`config.mk`:
```
export PLATFORM = sky130hd
export DESIGN_NAME = lift_seq
export DESIGN_NICKNAME = d
export VERILOG_FILES = /design/src/rtl/lift_seq.sv
export SDC_FILE = /design/constraint.sdc
export NUM_CORES = 1
export LEC_CHECK = 0
export CELL_PAD_IN_SITES_DETAIL_PLACEMENT = 0
export CELL_PAD_IN_SITES_GLOBAL_PLACEMENT = 1
export CORE_MARGIN = 10
export CORE_UTILIZATION = 42
export DETAILED_ROUTE_END_ITERATION = 8
export PLACE_DENSITY_LB_ADDON = 0.1
export REMOVE_ABC_BUFFERS = 1
export SETUP_SLACK_MARGIN = 0.4
export SLEW_MARGIN = 20
export SYNTH_ARGS = -nofsm -noshare
export SYNTH_HDL_FRONTEND = slang
export SYNTH_SLANG_ARGS = --single-unit
```
`constraint.sdc`:
```
create_clock -name clk -period 10.4 [get_ports clk]
set_clock_uncertainty 0.2 [all_clocks]
set_input_delay 1.56 -clock clk [delete_from_list [all_inputs] [get_ports clk]]
set_output_delay 1.56 -clock clk [all_outputs]
set_load 0.02 [all_outputs]
```
`src/rtl/lift_seq.sv`:
```
// 5/3 integer wavelet lifting-step sequencer driving the even/odd sample RAM pair.
// Define LIFT_SAT_EN to saturate write-back results instead of wrapping them.
module lift_seq #(
    parameter int W  = 26,
    parameter int AW = 7
) (
    input  logic                 clk,
    input  logic                 rst_n,
    input  logic                 start,
    input  logic                 fwd_inv,
    input  logic                 even_odd,
    input  logic [AW-1:0]        len_m1,
    output logic                 busy,
    output logic                 done,
    output logic [AW-1:0]        addr_even,
    output logic [AW-1:0]        addr_odd,
    output logic                 we_even,
    output logic                 we_odd,
    output logic signed [W-1:0]  din_even,
    output logic signed [W-1:0]  din_odd,
    input  logic signed [W-1:0]  dout_even,
    input  logic signed [W-1:0]  dout_odd
);

    typedef enum logic [2:0] {
        IDLE,
        RD0,
        RD1,
        CALC,
        WR,
        FIN
    } state_t;

    localparam logic signed [W+1:0] TWO  = (W+2)'(2);
    localparam logic signed [W+1:0] SMAX = $signed({3'b000, {(W-1){1'b1}}});
    localparam logic signed [W+1:0] SMIN = $signed({3'b111, {(W-1){1'b0}}});

    state_t              state;
    logic [AW-1:0]       i;
    logic [AW-1:0]       len;
    logic                fwd;
    logic                eo;
    logic signed [W-1:0] c_q;
    logic signed [W-1:0] a_q;

    logic [AW-1:0]       i_nx;
    logic [AW-1:0]       b_idx;
    logic signed [W-1:0] b_v;
    logic signed [W+1:0] sum;
    logic signed [W+1:0] adj;
    logic signed [W+1:0] c_ext;
    logic signed [W+1:0] res_w;
    logic signed [W-1:0] res;

    assign i_nx  = i + 1'b1;
    // Right neighbour of a predict step clamps at the row end.
    assign b_idx = eo ? ((i == len) ? i : i_nx) : i;

    always_comb begin
        b_v   = eo ? dout_even : dout_odd;
        sum   = $signed({{2{a_q[W-1]}}, a_q}) + $signed({{2{b_v[W-1]}}, b_v});
        adj   = eo ? (sum >>> 1) : ((sum + TWO) >>> 2);
        c_ext = $signed({{2{c_q[W-1]}}, c_q});
        res_w = (fwd == eo) ? (c_ext - adj) : (c_ext + adj);
`ifdef LIFT_SAT_EN
        if (res_w > SMAX)
            res = SMAX[W-1:0];
        else if (res_w < SMIN)
            res = SMIN[W-1:0];
        else
            res = res_w[W-1:0];
`else
        res = res_w[W-1:0];
`endif
    end

`ifndef LIFT_SAT_EN
    logic unused_hi;
    assign unused_hi = ^{res_w[W+1:W], SMAX[0], SMIN[0]};
`endif

    always_ff @(posedge clk) begin
        if (!rst_n) begin
            state     <= IDLE;
            i         <= '0;
            len       <= '0;
            fwd       <= 1'b0;
            eo        <= 1'b0;
            c_q       <= '0;
            a_q       <= '0;
            busy      <= 1'b0;
            done      <= 1'b0;
            addr_even <= '0;
            addr_odd  <= '0;
            we_even   <= 1'b0;
            we_odd    <= 1'b0;
            din_even  <= '0;
            din_odd   <= '0;
        end else begin
            unique case (state)
                IDLE: begin
                    if (start) begin
                        fwd       <= fwd_inv;
                        eo        <= even_odd;
                        len       <= len_m1;
                        i         <= '0;
                        busy      <= 1'b1;
                        addr_even <= '0;
                        addr_odd  <= '0;
                        state     <= RD0;
                    end
                end
                RD0: begin
                    if (eo)
                        addr_even <= b_idx;
                    else
                        addr_odd <= b_idx;
                    state <= RD1;
                end
                RD1: begin
                    c_q   <= eo ? dout_odd : dout_even;
                    a_q   <= eo ? dout_even : dout_odd;
                    state <= CALC;
                end
                CALC: begin
                    if (eo) begin
                        addr_odd <= i;
                        we_odd   <= 1'b1;
                        din_odd  <= res;
                    end else begin
                        addr_even <= i;
                        we_even   <= 1'b1;
                        din_even  <= res;
                    end
                    state <= WR;
                end
                WR: begin
                    we_even <= 1'b0;
                    we_odd  <= 1'b0;
                    if (i == len) begin
                        busy  <= 1'b0;
                        done  <= 1'b1;
                        state <= FIN;
                    end else begin
                        i <= i_nx;
                        // Left neighbour of an update step is i_nx-1 = i.
                        if (eo) begin
                            addr_odd  <= i_nx;
                            addr_even <= i_nx;
                        end else begin
                            addr_even <= i_nx;
                            addr_odd  <= i;
                        end
                        state <= RD0;
                    end
                end
                FIN: begin
                    done  <= 1'b0;
                    state <= IDLE;
                end
                default: state <= IDLE;
            endcase
        end
    end

endmodule

```
Word level (Yosys, flattened, before mapping)
Index checks and enable logic that the tools add are counted.
{"block": "word_totals", "register_bits": 141, "output_inout_bits": 70, "elab_cells": 79}
{"block": "op_classes", "reduce_logical": 15, "bitwise_logic": 1, "n_eq_ne": 14, "n_mux": 29, "addsub": 5}
{"op": "$mux W26", "n": 4}
{"op": "$mux W7", "n": 10}
{"op": "$pmux W7 S4", "n": 2}
{"op": "$add A27 B3 Y28 const B", "n": 1}
{"op": "$add A26 B26 Y27", "n": 1}
{"op": "$add A26 B26 Y26", "n": 1}
{"op": "$sub A26 B26 Y26", "n": 1}
{"op": "$pmux W3 S5", "n": 1}
{"op": "$ne A2 B2 Y1 const B", "n": 7}
{"op": "$pmux W7 S2", "n": 1}
{"op": "$reduce_and A2 Y1", "n": 7}
{"op": "$reduce_and A5 Y1", "n": 2}
{"op": "$pmux W1 S2", "n": 4}
{"op": "$add A7 B1 Y7 const B", "n": 1}
{"op": "$eq A7 B7 Y1", "n": 1}
{"op": "$eq A3 B2 Y1 const B", "n": 2}
{"op": "$eq A3 B3 Y1 const B", "n": 2}
{"op": "$mux W3", "n": 2}
{"op": "$reduce_bool A2 Y1", "n": 3}
{"op": "$mux W1", "n": 5}
{"op": "$reduce_bool A4 Y1", "n": 1}
{"op": "$eq A3 B1 Y1 const B", "n": 1}
{"op": "$logic_not A3 Y1", "n": 1}
{"op": "$reduce_and A3 Y1", "n": 1}
{"op": "other kinds (2)", "n": 2}

Depth between registers and ports, before layout
{"block": "logic_depth", "depth_word": 6, "mapped_depth": 38}

Worst setup path before layout
OpenSTA, ideal clock, no wires.
{"block": "synth_path", "kind": "reg-to-reg", "startpoint": "register eo", "endpoint": "register din_odd[25]", "setup_time_ns": 0.133, "t_arrival_ns": 8.194, "required_ns": 10.067, "path_buffers": 7, "slack_ns": 1.874, "synth_period_minus_slack_ns": 8.526, "path_stages_with_launch": 36, "cell_sequence": "dfxtp_1 buf_4 clkbuf_1 clkbuf_1 buf_1 clkbuf_1 buf_1 mux2_2 fa_1 a211o_1 a21o_1 a311oi_1 a21oi_2 a311oi_1 nand3_1 nand2b_1 buf_2 or3b_2 nor2_1 nor2_1 nor4_1 a21oi_1 a31oi_1 ha_1 nor2_1 a21oi_1 a31o_2 a21o_1 and3_1 a221o_1 o21ai_0 o21ai_0 a21oi_1 xnor2_1 xnor2_1 a21oi_1"}
{"block": "synth_via", "elab_chain_cells": 6, "word_cells_on_any_way": 9, "classes_between": "4 x add/sub; 1 x eq/ne; 3 x mux; 1 x reduce/logical"}
{"item": "start, declared", "line_no": "42", "rtl": "logic eo;"}
{"item": "start signal, assigned", "line_no": "104", "rtl": "eo <= even_odd;"}
{"item": "$mux W26 *", "line_no": "60", "rtl": "b_v = eo ? dout_even : dout_odd;"}
{"item": "via b_v[1]", "line_no": "48", "rtl": "logic signed [W-1:0] b_v;"}
{"item": "$add A26 B26 Y27 *", "line_no": "61", "rtl": "sum = $signed({{2{a_q[W-1]}}, a_q}) + $signed({{2{b_v[W-1]}}, b_v});"}
{"item": "$add A27 B3 Y28", "line_no": "62", "rtl": "adj = eo ? (sum >>> 1) : ((sum + TWO) >>> 2);"}
{"item": "$mux W26 *", "line_no": "62"}
{"item": "$add A26 B26 Y26 / $sub A26 B26 Y26 (equally long branches)", "line_no": "64", "rtl": "res_w = (fwd == eo) ? (c_ext - adj) : (c_ext + adj);"}
{"item": "$mux W26 *", "line_no": "64"}
{"item": "end signal, assigned", "line_no": "129", "rtl": "din_odd <= res;"}
{"item": "end, declared", "line_no": "20", "rtl": "output logic signed [W-1:0] din_odd,"}
Mark *: on every way through the listed nets, which the timed path passes. The rest lies on a longest branch.
A chain may end at the register's enable or synchronous reset.

Worst setup path in the final report
{"block": "layout_path", "startpoint": "input dout_odd[0]", "endpoint": "register din_even[25]"}
{"block": "layout_via", "elab_chain_cells": 6, "word_cells_on_any_way": 7, "classes_between": "4 x add/sub; 3 x mux"}
{"item": "start, declared", "line_no": "22", "rtl": "input logic signed [W-1:0] dout_odd"}
{"item": "$mux W26 *", "line_no": "60"}
{"item": "$add A26 B26 Y27 *", "line_no": "61"}
{"item": "$add A27 B3 Y28", "line_no": "62"}
{"item": "$mux W26 *", "line_no": "62"}
{"item": "$add A26 B26 Y26 / $sub A26 B26 Y26 (equally long branches)", "line_no": "64"}
{"item": "$mux W26 *", "line_no": "64"}
{"item": "end signal, assigned", "line_no": "133", "rtl": "din_even <= res;"}
{"item": "end, declared", "line_no": "19", "rtl": "output logic signed [W-1:0] din_even,"}
Mark *: on every way between the ends. The rest lies on a longest branch, timed or not.

==> results.toml <==
[clock_network]
htree_levels = 4
worstSkewPairLatency_ns = 0.43
clk_path_buf_depth = 2
ctsHoldBuffers = 0
cts_tree = "yes"
numCtsBuffers = 17
cts_setup_buffers = 0
root_buffer = "clkbuf_16"
cts.sinks = 141
cts.clk_slew.worst_paths_ns = 0.06
post_cts_resized = 0

[timing]
max_freq_ghz = 0.112
fin_crit_sh = 0.859
fin_ws_ns = 1.46
fin_setup_tns_ns = 0
rsz0062_at_grt = "no"
worstMarginPinSlew_ns = 1.09
layout_min_cycle_time_ns = 8.94
slew_viol_final = 0
finalHoldViolCount = 0
maxSlewHeadroom = 0.270
setup_viol = 0

[yosys]
synth_ff_type = "dfxtp_1"
netlist.area_leader.share = 0.265
syn_avg_cell_area_um2 = 7.69
ys_top_cells_by_count = "nor2_1 (166), a21oi_1 (157), nand2_1 (152)"
ys_warn_count = 0
synth_area_um2 = 10600
synth_seq_cells = 141
synth_edf_count = 0
synthCells = 1384
yosys.area.top_type = "dfxtp_1"
ys_types = 94
synth_area_leaders = "dfxtp_1 (27%), a21oi_1 (7.4%), ha_1 (6.2%)"
synthArstFlopShare = 0
synth.most_common_cell = "nor2_1"
ys_seq_area_frac = 0.265

[setup_path]
required_ns = 10.49
critical_path_arrival_ns = 9.03
worst_path_largest_cell_delay_ns = 0.63
reg2reg_slack_ns = 2.16
critPathBufInv = 1
cpMostUsedCell = "a21oi_1"
start_kind = "input pin"
worst_path_max_delay_cell = "a311oi_1"
crit_type = "in2reg"
cp_max_fo = 9
crit_path_end_kind = "register"
path_delay_family = "compound AO/OA/AOI/OAI gates"

[placement]
hpwl_mm = 23.1
portBuffers = 133
finalWeightedCongestion = 0.858
preCtsSetupSlack_ns = 1.10

[run]
cap_violations = 0

[global_routing]
grt_overflow_total = 0
grt_pass1_vias = 9275
grt_antenna_before_repair = 0
grt_pass1_wl_mm = 49.1
grt_max_degree = 89
grt_util_all_layers = 0.187

[floorplan]
num_io_pins = 134
dieArea_um2 = 32100
initial_utilization = 0.425
core_um2 = 25000
die_h_um = 179
die_w_um = 179
rows = 58

[run_status]
status = "finished clean"

[pwr]
power_density_nw_per_um2 = 167
p_leak_uw = 0.00468
peakVddDrop_mv = 0.0905

[cells_and_area]
fin_nets = 1572
multi_input_area_um2 = 7370
antenna_cells = 0
drive_above_1_share = 0.0751
area_growth_pct = 19.2
fill_cells = 2521
regArea_um2 = 2830

[min_path]
holdCritPathClass = "reg2reg"

[route]
routed_wl_mm = 30.7
vias = 10152
wl_per_cell_um = 17.1
drtAntennaViolNets = 0
drc = 0
drtIter0Drc = 696
vias_per_cell = 5.66
dr.pass1.iters = 5
## state kept, by name (all words and copies together) (netlist names)
register,count
a_q,26
c_q,26
din_even,26
din_odd,26
addr_even,7
addr_odd,7
i,7
len,7
state,3
busy,1
done,1
eo,1
fwd,1
we_even,1
we_odd,1
## metrics by stage
step                      hold WS, ns  power (uW)  cells   util  cell area (um2)
after floorplan                 0.248        1300   1287      -            10300
after global placement          0.241        1520   1764  0.484            12100
after global routing            0.274        2270   1795  0.507            12700
after detailed placement        0.243        1520   1764  0.484            12100
final                           0.250        2120   1795  0.507            12700
after CTS                       0.251        2140   1795  0.507            12700
## cell type report
class | instances | share of cell area
clock buffers | 20 | 0.0360
clock inverters | 11 | 0.00858
inverters | 21 | 0.00641
multi-input cells | 1125 | 0.581
flip-flops and latches | 141 | 0.223
well taps | 330 | 0.0325
repair buffers | 147 | 0.113
## worst reg2reg max path: cells and delay by family, from the launching register on
family                     cells  cell delay [ns]
AOI/OAI and AO/OA             15             3.63
muxes                          1             0.48
DFF                            1             0.70
adders and majority gates      2             0.72
and+or+nand+nor                9             2.07
xor gates and xnor gates       2             0.31
## where the power goes
group | total [uW] | switching (uW) | internal [uW]
clock | 606 | 262 | 344
sequential | 607 | 35.1 | 572
combinational | 911 | 538 | 373
total | 2120 | 835 | 1290
## placed cells by master, fill, tap and decap left out, types with 10 or more instances in the layout
cell type        synthesis  routed
xor2_1                  32      32
mux2i_1                 56      56
nand3_1                 36      36
a311oi_1                15      15
ha_1                    53      53
mux2_2                  27      27
inv_1                   21      20
clkbuf_16                0      17
o21ai_0                 48      48
xnor2_1                 45      45
buf_4                    1      14
dfxtp_1                141     140
nand4_1                 13      13
nand2_1                152     152
a31oi_1                 14      14
a211oi_1                47      47
nor2_1                 166     164
o21a_1                  10      10
clkdlybuf4s50_1          0     133
nor3_1                  23      22
a21o_1                  19      19
and3_1                  16      16
a21oi_1                157     157
## cells by family (layout without fill, tap and decap cells)
| logic type | Yosys count | count (layout) | share of synthesized area |
|---|---|---|---|
| AO/OA/AOI/OAI | 411 | 411 | 0.253 |
| XOR/XNOR | 78 | 78 | 0.0649 |
| adder cells (fa/ha/maj) | 55 | 55 | 0.0661 |
| buffers and inverters | 118 | 199 | 0.0440 |
| flip-flops | 141 | 141 | 0.265 |
| multiplexers | 85 | 85 | 0.0839 |
| AND/OR/NAND/NOR | 496 | 496 | 0.223 |
## final timing paths
kind | startpoint | end | cells past startpoint
max reg2reg | eo | din_even[25] | 29
max | dout_odd[0] | din_even[25] | 30
min | addr_even[3] | addr_even[3] | 2
min reg2reg | addr_even[3] | addr_even[3] | 2
## per-layer routing
metal  track usage  up-vias  share of wire
met1         0.262     4699           0.49
met4        0.0355        0         0.0098
li1              -     5218              -
met5             0        -              0
met3        0.0314       19          0.050
met2         0.297      216           0.45
(Power assumes the default switching activity.)
==> RTL change 1: new RTL, same settings <==
Add a define of `LIFT_SAT_EN`.
--- a/src/rtl/lift_seq.sv
+++ b/src/rtl/lift_seq.sv
@@ -1,5 +1,7 @@
 // 5/3 integer wavelet lifting-step sequencer driving the even/odd sample RAM pair.
 // Define LIFT_SAT_EN to saturate write-back results instead of wrapping them.
+`define LIFT_SAT_EN
+
 module lift_seq #(
     parameter int W  = 26,
     parameter int AW = 7
Formal check against the unedited RTL: not equivalent (a bounded check fails within 10 cycles, from zero or initial values and one cycle with rst_n low).
==> RTL change 1 against the original RTL <==
Maximum frequency decreased by 7.7%. Count of clock-buffer cells in the layout is 2 lower. Clock power up 3.6%. Combinational power grew 41%. Setup slack lost 750 ps. Routed wire length increased by 11%. Synthesized area up 6.6%. Final area increased by 8.7%. Non-clock buffer count grew 23. Worst hold slack better by 22 ps. Power up 19%. Sequential cell count unchanged. Critical path type unchanged. Largest power group unchanged.
==> RTL change 1: results (changes against the original RTL) <==
metric,value,unit,change
status,"finished, final reports clean",,unchanged
synth-xor-area-share,6.55,%,was 6.49%
crit_fanout,11,,was 9
seq_area_frac_synth,24.9,%,was 26.5%
met2WireLength,14700,µm,"was 13,800 µm"
fillCellCount,2627,,"was 2,521"
hold_ws,273,ps,was 250 ps
clockBufferDepth,2,,unchanged
slowest_stage,or4_4,,was a311oi_1
fin_nets,1647,,"was 1,572"
place_area,12900,µm²,"was 12,100 µm²"
hpwl,25100,µm,"was 23,100 µm"
tightest_slew,1030,ps,was 1090 ps
gp_congestion,0.905,,was 0.858
power_switching,1.08,mW,was 0.835 mW
grtUsageTotal,19.3,%,was 18.7%
portBuffers,133,,unchanged
grtUsageMet2,29.4,%,was 29.7%
synth.distinct_cells,99,,was 94
drt-total-wl,34000,µm,"was 30,700 µm"
vias_per_cell,5.90,,was 5.66
htree_levels,4,,unchanged
drt_pre_antenna_iters,5,,unchanged
drive_above_1_share,10.5,%,was 7.51%
p_leak,5.13,nW,was 4.68 nW
critPathArrivalTime,9820,ps,was 9030 ps
ir_drop,0.000104,V,was 0.0000905 V
muxShareOfSynthArea,7.99,%,was 8.39%
pre_cts_ws,-11.5,ps,was 1100 ps
synth_compound_area_share,29.9,%,was 25.3%
yosysMostFrequentCell,nor2_1,,unchanged
powerDensity,183,nW/µm²,was 167 nW/µm²
routed-wl-met3,1680,µm,was 1540 µm
path_delay_family,compound AO/OA/AOI/OAI gates,,unchanged
met3_usage,3.23,%,was 3.14%
area_growth,21.6,%,was 19.2%
drt-met1-wl,17200,µm,"was 15,100 µm"
num_vias,11100,,"was 10,200"
power-top-group,combinational logic,,unchanged
synth_top_cells_by_area,"dfxtp_1 (25%), ha_1 (6.1%), a21oi_1 (5.9%), mux2i_1 (5.2%), o21ai_0 (4.8%)",,"was dfxtp_1 (27%), a21oi_1 (7.4%), ha_1 (6.2%), nor2_1 (5.9%), nand2_1 (5.4%)"
clk_latency,450,ps,was 430 ps
grt_pass1_vias,10200,,"was 9,275"
grt_max_degree,80,,was 89
hold_class,reg -> reg,,unchanged
dpl.cell_count,1837,,"was 1,764"
fmaxAchievable,0.103,GHz,was 0.112 GHz
pg_clk,0.628,mW,was 0.606 mW
synthTopCellsByCount,"nor2_1 (143), dfxtp_1 (141), a21oi_1 (134)",,"was nor2_1 (166), a21oi_1 (157), nand2_1 (152)"
highest_layer,met4,,unchanged
worst_path_largest_cell_delay,570,ps,was 630 ps
met1_usage,27.7,%,was 26.2%
r2r_slack,1280,ps,was 2160 ps
grt_pass1_wl,54300,µm,"was 49,100 µm"
pwr-share-comb,50.7,%,was 42.9%
first_iter_violations,886,,was 696
synth_cells,1433,,"was 1,384"
synth_adder_area_share,6.42,%,was 6.61%
RTL change 1: final cells by class:
type	instances	area share [%]
well taps	341	3.09
inverters	32	0.871
repair buffers	170	12.0
clock inverters	14	1.10
flip-flops and latches	141	20.5
multi-input cells	1164	59.4
clock buffers	18	3.11
RTL change 1: repair_timing:
action,4_1_cts,5_1_grt
buffers inserted,0,10
endpoints found under the setup margin,0,52
gates resized for setup,0,38
RTL change 1: path summary, 6_finish.rpt:
| kind | cells past startpoint | from | endpoint |
|---|---|---|---|
| worst max-delay path | 30 | dout_even[0] | din_odd[0]$_SDFFE_PN0P_ |
| worst min-delay path | 2 | len[3]$_SDFFE_PN0P_ | len[3]$_SDFFE_PN0P_ |
| worst max register to register | 29 | eo$_SDFFE_PN0P_ | din_odd[0]$_SDFFE_PN0P_ |
| worst min register to register | 2 | len[3]$_SDFFE_PN0P_ | len[3]$_SDFFE_PN0P_ |
==> RTL change 2: new RTL, same settings <==
Without the edit above. Encoding of `state_t`: now one-hot (6 bits for 6 states).
--- a/src/rtl/lift_seq.sv
+++ b/src/rtl/lift_seq.sv
@@ -22,13 +22,13 @@
     input  logic signed [W-1:0]  dout_odd
 );
 
-    typedef enum logic [2:0] {
-        IDLE,
-        RD0,
-        RD1,
-        CALC,
-        WR,
-        FIN
+    typedef enum logic [5:0] {
+        IDLE = 6'b000001,
+        RD0  = 6'b000010,
+        RD1  = 6'b000100,
+        CALC = 6'b001000,
+        WR   = 6'b010000,
+        FIN  = 6'b100000
     } state_t;
 
     localparam logic signed [W+1:0] TWO  = (W+2)'(2);
Check against the original RTL: same outputs for any inputs over 4 cycles, from zero or initial values and one cycle with rst_n low; so few cycles prove little.
==> RTL change 2 against the original RTL <==
Utilization increased by 0.42 points. Routed wire length is 0.88% higher. Highest routed layer unchanged. Sequential cell count up 3. Maximum frequency rose by 9.3%. Largest power group is now clock. Synthesized area increased by 0.68%. Final area is 1.1% higher. Power down 12%. Setup slack better by 760 ps.
==> RTL change 2: results (changes against the original RTL) <==
metric,value,unit,change
ir_drop,0.000104,V,was 0.0000905 V
status,"finished, final reports clean",,unchanged
clockRootBuffer,clkbuf_16,,unchanged
drt_pre_antenna_iters,5,,unchanged
cellInternalPower,1.20,mW,was 1.29 mW
clk_pin_slew_worst_paths,70,ps,
slowest_stage,or4_4,,was a311oi_1
seq_area_frac_synth,26.9,%,was 26.5%
async_reset_ff_share,0,%,unchanged
grt_pass1_wl,50100,µm,"was 49,100 µm"
crit_fanout,6,,was 9
place_area,12200,µm²,"was 12,100 µm²"
synthFlopType,dfxtp_1,,unchanged
synth.distinct_cells,94,,unchanged
synth_edf_count,0,,unchanged
maxCapViolCount,0,,unchanged
slew_headroom,28.9,%,was 27.0%
gp_congestion,0.874,,was 0.858
synth_top_cells_by_area,"dfxtp_1 (27%), mux2i_1 (6.8%), ha_1 (6.2%), a21oi_1 (5.4%), nor2_1 (5.3%)",,"was dfxtp_1 (27%), a21oi_1 (7.4%), ha_1 (6.2%), nor2_1 (5.9%), nand2_1 (5.4%)"
drt-total-wl,31000,µm,"was 30,700 µm"
postCtsSetupBuffers,0,,unchanged
worst_path_largest_cell_delay,520,ps,was 630 ps
synthTopCellsByCount,"nor2_1 (152), dfxtp_1 (144), nand2_1 (136)",,"was nor2_1 (166), a21oi_1 (157), nand2_1 (152)"
htree_levels,4,,unchanged
hold_class,reg -> reg,,unchanged
critPathArrivalTime,8280,ps,was 9030 ps
diodes,0,,unchanged
antenna_found_initial,0,,unchanged
yosys_warnings,0,,unchanged
grt_max_degree,85,,was 89
hpwl,23700,µm,"was 23,100 µm"
clk_latency,450,ps,was 430 ps
clockBufferDepth,2,,unchanged
first_iter_violations,509,,was 696
cts_buffers,17,,unchanged
grtUsageTotal,18.5,%,was 18.7%
portBuffers,133,,unchanged
path_delay_family,simple AND/OR/NAND/NOR gates,,was compound AO/OA/AOI/OAI gates
vias_per_cell,5.60,,was 5.66
drive_above_1_share,7.64,%,was 7.51%
fin_nets,1546,,"was 1,572"
p_leak,4.79,nW,was 4.68 nW
grt_pass1_vias,9466,,"was 9,275"
cts_resized,0,,unchanged
[RTL change 2: per-stage QoR]
| stage | setup WS, ps | std cells | utilization (%) |
|---|---|---|---|
| 6_report | 2230 | 1770 | 51.1 |
| 5_1_grt | 1590 | 1770 | 51.1 |
| 4_1_cts | 2230 | 1770 | 51.1 |
| 3_5_place_dp | 1790 | 1738 | 48.6 |
| 3_3_place_gp | 1950 | 1738 | 48.6 |
| 2_1_floorplan | 1490 | 1268 | - |
[RTL change 2: layout make-up]
class	instances	area, µm²
multi-input combinational	1097	7420
inverter	27	104
clock inverter	14	193
tap	330	413
sequential	144	2890
timing repair buffer	140	1380
clock buffer	18	439
fill	2489	12300
[RTL change 2: metal layers]
metal | up-vias | track usage [%] | wire (µm)
li1 | 5112 | - | -
met1 | 4613 | 24.5 | 15100
met2 | 167 | 30.8 | 14700
met3 | 17 | 2.77 | 897
met4 | 0 | 4.20 | 291
met5 | - | 0 | 0
[RTL change 2: path summary, 6_finish.rpt]
check | start | to | slack, ps | cells past startpoint
hold reg to reg | busy$_SDFFE_PN0P_ | busy$_SDFFE_PN0P_ | 250 | 2
setup reg to reg | eo$_SDFFE_PN0P_ | din_even[25]$_SDFFE_PN0P_ | 2860 | 24
hold / removal | busy$_SDFFE_PN0P_ | busy$_SDFFE_PN0P_ | 250 | 2
setup / recovery | dout_odd[0] | din_even[25]$_SDFFE_PN0P_ | 2230 | 27
[RTL change 2: cell families after synthesis]
kind of cell / count (synthesis) / share of synthesized area [%]
and+or+nand+nor: 468 / 21.6
buffers and inverters: 106 / 3.99
xor gates and xnor gates: 80 / 6.68
AOI/OAI and AO/OA: 393 / 24.4
adders and majority gates: 55 / 6.56
muxes: 101 / 9.78
DFF: 144 / 26.9
[RTL change 2: power by group through the flow]
| stage | Sequential, mW | Clock, mW | Combinational [mW] |
|---|---|---|---|
| final | 0.589 | 0.675 | 0.615 |
| after global routing | 0.592 | 0.711 | 0.679 |
| after CTS | 0.589 | 0.688 | 0.616 |
| after detailed placement | 0.601 | 0 | 0.613 |
| after global placement | 0.601 | 0 | 0.612 |
| after floorplan | 0.616 | 0 | 0.421 |
[RTL change 2: worst register-to-register path, delay by kind of cell (launching register included)]
| family | cells | cell delay [ps] |
|---|---|---|
| compound gates | 7 | 1420 |
| flops | 1 | 720 |
| simple gates | 9 | 2340 |
| buf+inv | 1 | 560 |
| fa+ha+maj | 2 | 780 |
| xor+xnor | 2 | 400 |
| mux | 3 | 1000 |
